===== src/rtl/uart_tx_bus_responder.sv =====
// Bus-mapped 8N1 UART transmitter: a 16-byte register window in front of a TX FIFO.
// Writes act on the request's rising edge, so a slow initiator holding a request pushes only once.
module uart_tx_bus_responder #(
    parameter logic [15:0] BASE_ADDR       = 16'h8000,
    parameter int          FIFO_DEPTH      = 8,
    parameter logic [15:0] DEFAULT_DIVISOR = 16'd1250
) (
    input  logic        raw_clk,
    input  logic        reset,
    input  logic [15:0] address,
    input  logic [31:0] data_in,
    input  logic [3:0]  write_mask,
    input  logic        bus_enable,
    input  logic        write_enable,
    output logic [31:0] data_out,
    output logic        data_ready,
    output logic        uart_tx
);
    localparam int AW = $clog2(FIFO_DEPTH);
    localparam int CW = AW + 1;

    typedef enum logic [1:0] {IDLE, START, DATA, STOP} tx_state_t;

    tx_state_t state, state_nxt;

    logic                     sel, wr_req, wr_req_q, rd_req, wr_fire;
    logic [1:0]               off;
    logic                     push_req, push, pop, full, empty;
    logic                     ovf, ovf_clr, div_wr, busy;
    logic [FIFO_DEPTH-1:0][7:0] fifo_mem;
    logic [AW-1:0]            wptr, rptr;
    logic [CW-1:0]            count;
    logic [4:0]               cnt5;
    logic [3:0]               cnt4;
    logic [15:0]              divisor, bit_len, baud_cnt;
    logic                     bit_end;
    logic [7:0]               shreg;
    logic [2:0]               bit_idx;
    logic [31:0]              status, rd_mux;
    logic                     unused_bits;

    assign unused_bits = ^{address[1:0], data_in[31:16], write_mask[3:2]};

    // ---------------- bus decode ----------------
    assign sel     = (address[15:4] == BASE_ADDR[15:4]);
    assign off     = address[3:2];
    assign wr_req  = bus_enable & write_enable & sel;
    assign rd_req  = bus_enable & ~write_enable & sel;
    assign wr_fire = wr_req & ~wr_req_q;

    assign push_req = wr_fire & (off == 2'd0) & ~write_mask[0];
    assign ovf_clr  = wr_fire & (off == 2'd1) & ~write_mask[0] & data_in[3];
    assign div_wr   = wr_fire & (off == 2'd2);

    // Fullness uses the pre-cycle count: a pop in the same cycle does not make room.
    assign full  = (count == CW'(FIFO_DEPTH));
    assign empty = (count == '0);
    assign push  = push_req & ~full;

    always_ff @(posedge raw_clk) begin
        if (reset) begin
            wr_req_q   <= 1'b0;
            data_ready <= 1'b0;
            data_out   <= '0;
        end else begin
            wr_req_q   <= wr_req;
            data_ready <= bus_enable & sel;
            data_out   <= rd_req ? rd_mux : '0;
        end
    end

    // ---------------- FIFO ----------------
    always_ff @(posedge raw_clk) begin
        if (push) fifo_mem[wptr] <= data_in[7:0];
    end

    always_ff @(posedge raw_clk) begin
        if (reset) begin
            wptr  <= '0;
            rptr  <= '0;
            count <= '0;
            ovf   <= 1'b0;
        end else begin
            if (push) wptr <= wptr + 1'b1;
            if (pop)  rptr <= rptr + 1'b1;
            case ({push, pop})
                2'b10:   count <= count + 1'b1;
                2'b01:   count <= count - 1'b1;
                default: ;
            endcase
            if (push_req & full) ovf <= 1'b1;
            else if (ovf_clr)    ovf <= 1'b0;
        end
    end

    // ---------------- divisor ----------------
    always_ff @(posedge raw_clk) begin
        if (reset) begin
            divisor <= DEFAULT_DIVISOR;
        end else if (div_wr) begin
            if (!write_mask[0]) divisor[7:0]  <= data_in[7:0];
            if (!write_mask[1]) divisor[15:8] <= data_in[15:8];
        end
    end

    assign bit_len = (divisor == 16'd0) ? 16'd1 : divisor;
    assign bit_end = (baud_cnt == 16'd0);

    // ---------------- TX FSM ----------------
    always_ff @(posedge raw_clk) begin
        if (reset) state <= IDLE;
        else       state <= state_nxt;
    end

    always_comb begin
        state_nxt = state;
        case (state)
            IDLE:    if (!empty) state_nxt = START;
            START:   if (bit_end) state_nxt = DATA;
            DATA:    if (bit_end && bit_idx == 3'd7) state_nxt = STOP;
            STOP:    if (bit_end) state_nxt = IDLE;
            default: state_nxt = IDLE;
        endcase
    end

    always_comb begin
        pop     = (state == IDLE) & ~empty;
        busy    = (state != IDLE);
        uart_tx = 1'b1;
        case (state)
            START:   uart_tx = 1'b0;
            DATA:    uart_tx = shreg[0];
            default: uart_tx = 1'b1;
        endcase
    end

    // Counter reloads from the live divisor at every bit boundary, so divisor
    // writes mid-frame apply from the next bit onward.
    always_ff @(posedge raw_clk) begin
        if (reset) begin
            baud_cnt <= '0;
            shreg    <= '0;
            bit_idx  <= '0;
        end else if (pop) begin
            shreg    <= fifo_mem[rptr];
            baud_cnt <= bit_len - 16'd1;
            bit_idx  <= '0;
        end else if (state != IDLE) begin
            if (bit_end) begin
                baud_cnt <= bit_len - 16'd1;
                if (state == DATA) begin
                    shreg   <= shreg >> 1;
                    bit_idx <= bit_idx + 3'd1;
                end
            end else begin
                baud_cnt <= baud_cnt - 16'd1;
            end
        end
    end

    // ---------------- read mux ----------------
    assign cnt5   = 5'(count);
    assign cnt4   = cnt5[4] ? 4'hF : cnt5[3:0];
    assign status = {20'h0, cnt4, 4'h0, ovf, busy, full, empty};

    always_comb begin
        rd_mux = '0;
        case (off)
            2'd1:    rd_mux = status;
            2'd2:    rd_mux = {16'h0, divisor};
            default: rd_mux = '0;
        endcase
    end

endmodule

===== config.mk =====
export PLATFORM = sky130hd
export DESIGN_NAME = uart_tx_bus_responder
export DESIGN_NICKNAME = d
export VERILOG_FILES = /design/src/rtl/uart_tx_bus_responder.sv
export SDC_FILE = /design/constraint.sdc
export NUM_CORES = 1
export LEC_CHECK = 0
export ABC_AREA = 1
export CORE_ASPECT_RATIO = 1.2
export CORE_MARGIN = 4
export CORE_UTILIZATION = 35
export DETAILED_ROUTE_END_ITERATION = 8
export GPL_ROUTABILITY_DRIVEN = 0
export GPL_TIMING_DRIVEN = 0
export HOLD_SLACK_MARGIN = 0.15
export PLACE_DENSITY_LB_ADDON = 0.3
export SKIP_CTS_REPAIR_TIMING = 1
export SYNTH_ARGS = -nofsm -noshare
export SYNTH_HDL_FRONTEND = slang
export SYNTH_SLANG_ARGS = --single-unit

===== constraint.sdc =====
create_clock -name raw_clk -period 4.85 [get_ports raw_clk]
set_clock_uncertainty 0.1 [all_clocks]
set_input_delay 0.97 -clock raw_clk [delete_from_list [all_inputs] [get_ports raw_clk]]
set_output_delay 0.97 -clock raw_clk [all_outputs]
set_load 0.05 [all_outputs]

; Word level (Yosys, flattened, before mapping)
; Cells that the tools add are included.
[classes]
n_lt_le_gt_ge = 3
n_eq_ne = 14
muxes = 23
bitwise_logic = 22
reduce_logical = 20
addsub = 7
[ops]
columns = operator, count
row1 = $bwmux 64, 1
row2 = $mux 16, 4
row3 = $mux 8, 6
row4 = $logic_not 16->1, 2
row5 = $pmux 16 s2, 1
row6 = $sub 16x1->16 const B, 2
row7 = $bmux 8 s3, 1
row8 = $demux 8 s3, 1
row9 = $and 1x1->1, 15
row10 = $eq 12x12->1 const B, 1
row11 = $reduce_bool 2->1, 6
row12 = $add 3x1->3 const B, 3
row13 = $eq 2x2->1 const B, 4
row14 = $lt 3x4->1 const B, 2
row15 = $mux 2, 4
row16 = $ne 2x2->1 const B, 4
row17 = $pmux 2 s4, 1
row18 = $pmux 4 s2, 1
row19 = $not 1->1, 7
row20 = $eq 2x1->1 const B, 3
row21 = $reduce_and 3->1, 2
row22 = $add 4x1->4 const B, 1
row23 = $eq 4x4->1 const B, 1
row24 = $logic_not 2->1, 2
row25 = 10 further kinds, 14
[word_totals]
in_bits = 56
wordCells = 110
reg_bits = 154
out_inout_bits = 34

; Depth between registers and ports, before layout
[depth]
ltp_word = 8
ltp_mapped = 14
mapped_depth_nobuf = 14

; Least setup slack after synthesis
; Ideal clock, no wire load.
[synth_path]
path_type = input port to flip-flop
startpoint = in address[12]
endpoint = reg count[2] (netlist: cnt4[2])
required_ns = 4.635
t_arrival_ns = 2.743
n_path_buf = 0
setup_time_ns = 0.115
path_stages = 13
setup_slack_ns = 1.892
cell_sequence = nor2_2 -> nand2_2 -> nor2_4 -> nand4_4 -> nor3_4 -> nand2_1 -> ha_1 -> xor2_1 -> ha_1 -> a21oi_1 -> xnor2_1 -> o21ai_0 -> inv_1
[synth_between]
elab_chain_len = 8
elab_cells_between_ends = 10
classes_between = 3 x eq/ne / 1 x mux / 5 x bitwise / 1 x reduce/logical
[synth_rtl]
columns = element, line_no
row1 = start: declaration, 10  ; input logic [15:0] address,
row2 = $eq 12x12->1 (*), 45  ; assign sel = (address[15:4] == BASE_ADDR[15:4]);
row3 = $and 1x1->1 (*), 47  ; assign wr_req = bus_enable & write_enable & sel;
row4 = $and 1x1->1 (*), 49  ; assign wr_fire = wr_req & ~wr_req_q;
row5 = $and 1x1->1 (*) (2 in a row), 51  ; assign push_req = wr_fire & (off == 2'd0) & ~write_mask[0];
row6 = $and 1x1->1 (*), 58  ; assign push = push_req & ~full;
row7 = $eq 2x1->1 / $eq 2x2->1 (equally long branches), 86  ; case ({push, pop})
row8 = $pmux 4 s2 / $reduce_bool 2->1 (equally long branches), --
row9 = end signal: assignment, 87  ; 2'b10: count <= count + 1'b1;
row10 = end signal: assignment, 88  ; 2'b01: count <= count - 1'b1;
row11 = end: declaration, 32  ; logic [CW-1:0] count;
; Every way passes the cells marked *; elsewhere a longest branch is shown, timed or not.
; A chain may end at the register's enable or synchronous reset.

; Worst setup path after layout
[layout_path]
startpoint = reg state[0]
endpoint = out uart_tx
[layout_between]
elab_chain_len = 2
elab_cells_between_ends = 3
classes_between = 2 x eq/ne / 1 x mux
[layout_rtl]
columns = element, line_no
row1 = start: declaration, 24  ; tx_state_t state, state_nxt;
row2 = start signal: assignment, 112  ; else state <= state_nxt;
row3 = $eq 2x2->1 / $eq 2x1->1 (equally long branches), 130  ; case (state)
row4 = $pmux 1 s2 (*), 130
row5 = end: declaration, 17  ; output logic uart_tx
; Marks and branches as above.

==> reports/results.ini <==
[setup_path]
path_buf_inv = 2
reg2regPathDepth = 12
arrival_ns = 2.32
cp_max_fo = 4
path_cells = inv_1 > ha_1 > or2_2 > nand2_1 > clkdlybuf4s50_1
cp_slowest_cell = clkdlybuf4s50_1
path_delay_family = buffers and inverters
crit_path_max_incr_delay_ns = 0.80
crit_type = flop to output pin
r2r-end = cnt4[3]$_SDFFE_PP0P_
r2r_start = state[0]$_SDFFE_PP0P_
reg2reg_slack_ns = 2.15
start_kind = flop
end_kind = output pin
required_ns = 3.78

[logic_synthesis]
yosys-top-cells-count = 92 x nand2_1, 80 x nor2_1, 74 x dfxtp_1
ys_types = 49
yosysTopAreaCellShare = 0.2888
syn_inst = 715
synth_top_area_cell = edfxtp_1
syn_area_um2 = 6654
syn_area_per_cell_um2 = 9.306
seq_area_frac_synth = 0.5115
ys_warn_count = 0
synth_area_leaders = edfxtp_1 29%, dfxtp_1 22%, nand2_1 5.2%
synth_edf_count = 64
ys.flop_type = dfxtp_1
yosysMostFrequentCell = nand2_1
ys_async_sr_fraction = 0
yosys_register_bits = 138

[global_route]
grt_usage = 0.1605
grt_max_degree = 17
grt_overflow = 0
antenna_found_initial = 0
grt_pass1_wl_um = 26650
grt_pass1_vias = 5043

[sta]
setup_tns_ns = 0
slew_headroom = 0.1407
grt_setup_unrepaired = no
drv_slew = 0
period_minus_slack_ns = 3.395
tightest_slew_ns = 1.279
finalSetupViolCount = 0
max_freq_mhz = 294.6
finalCritPeriodShare = 0.6999
hold_viol = 0

[power_and_ir_drop]
intPower_uw = 2604
p_comb_frac = 0.350
p_sw_uw = 1603
pwr-share-seq = 0.336
clkPwrFrac = 0.315
power_density_nw_per_um2 = 513.8
p_sw_frac = 0.3810
peakVddDrop_v = 0.0002197
leakagePower_uw = 0.003148

[run]
drv_cap = 0

[floorplan]
die_w_um = 133.9
start_util = 0.3542
die-height_um = 159.0
rows = 55
core_um2 = 18790
dieArea_um2 = 21290
pin_count = 90

[drt]
drtIter0Drc = 314
via_per_inst = 4.926
drc = 0
vias = 5286
antenna_left = 0
wl_um = 16610
routedWlPerCell_um = 15.48
dr.pass1.iters = 5

[cts]
cts_root_buffer = clkbuf_16
htreeDepth = 4
clk_latency_ns = 0.43
cts_buffer_depth = 2
cts_sinks = 138
numCtsBuffers = 17
clkTransAtPathRegs_ns = 0.06
cts_tree = done

[min_path]
hold_depth = 2
hold_class = flop to flop
hp-start = bit_idx[1]$_SDFFE_PP0P_
holdPathEnd = bit_idx[1]$_SDFFE_PP0P_

[placement]
hpwl_um = 11900
placed_cells = 1041
port_buffers = 53

[finish]
finalNonFillerCells = 1073
drive_above_1_share = 0.1432
num_antenna_cells = 0
nets = 877
area_growth_pct = 23.03

[outcome]
outcome = finished clean

routing by layer:
| metal | track usage | share of wire | wire (µm) |
|---|---|---|---|
| met1 | 0.1976 | 0.43 | 7085 |
| met2 | 0.2680 | 0.49 | 8165 |
| met3 | 0.03729 | 0.053 | 875 |
| met4 | 0.06969 | 0.029 | 481 |
| met5 | 0 | 0 | 0 |
placed cells by master (no fill, tap or decap), types with 15 or more instances in the layout:
cell             Yosys  routed
nand2_1             92      92
nor2_1              80      80
dfxtp_1             74      74
edfxtp_1            64      64
o21ai_0             60      60
clkdlybuf4s50_1      0      53
inv_1               52      52
a21oi_1             49      49
nand3_1             34      34
o21ai_1             17      17
ha_1                17      17
buf_4               16      17
clkbuf_16            0      17
conb_1               1      16
mux2i_1             15      15
o221ai_1            15      15
sequential cells by signal, summed over array words and instances, names as in the netlist:
| register | count |
|---|---|
| fifo_mem | 64 |
| baud_cnt | 16 |
| data_out | 16 |
| divisor | 16 |
| shreg | 8 |
| cnt4 | 4 |
| bit_idx | 3 |
| rptr | 3 |
| wptr | 3 |
| state | 2 |
| data_ready | 1 |
| ovf | 1 |
| wr_req_q | 1 |
power by group through the flow:
stage | clock network (µW) | registers (µW) | logic (µW)
2_1_floorplan | 0 | 1410 | 1090
3_3_place_gp | 0 | 1430 | 1450
3_5_place_dp | 0 | 1430 | 1470
4_1_cts | 1340 | 1410 | 1470
5_1_grt | 1400 | 1430 | 1650
6_report | 1320 | 1410 | 1470
cell type report:
class,instances,area [µm²]
fill,1868,10600
timing repair buffer,55,543.0
buffer,40,239.0
sequential,138,3403
tap,256,320.3
clock buffer,17,425.4
clock inverter,15,182.7
inverter,61,236.5
multi-input combinational,491,2836
kinds of logic after synthesis:
| kind of cell | count (synthesis) | share of synthesized area |
|---|---|---|
| compound gates | 157 | 0.1361 |
| xor+xnor | 18 | 0.02369 |
| fa+ha+maj | 17 | 0.03197 |
| buf+inv | 101 | 0.07146 |
| flops | 138 | 0.5115 |
| mux | 15 | 0.02256 |
| other cells | 1 | 0.0005636 |
| simple gates | 268 | 0.2021 |
worst min-delay path: stages, from the launching register on:
cell     delay (ns)
dfxtp_1        0.31
inv_1          0.05
a21oi_1        0.05
per-stage QoR:
stage	util	hold slack (ns)	power, µW	worst slack [ns]	cell area (µm²)
after global routing	0.4358	0.3697	4469	1.249	8187
after CTS	0.4358	0.3509	4227	1.400	8187
final	0.4358	0.3485	4207	1.455	8187
after global placement	0.4025	0.3371	2888	0.8506	7561
after floorplan	-	0.3268	2500	1.892	6710
after detailed placement	0.4034	0.3413	2901	0.9466	7579
worst max-delay path by stage:
stage	from	slack (ns)	cells past startpoint	endpoint
global route	address[12]	1.25	8	fifo_mem[54]$_DFFE_PP_
detailed placement	address[12]	0.95	8	fifo_mem[50]$_DFFE_PP_
CTS	address[12]	1.40	8	fifo_mem[54]$_DFFE_PP_
finish	state[0]$_SDFFE_PP0P_	1.46	5	uart_tx
floorplan	address[12]	1.89	13	cnt4[2]$_SDFFE_PP0P_
global placement	address[12]	0.85	8	fifo_mem[38]$_DFFE_PP_
Power figures use the tool's default switching activity.
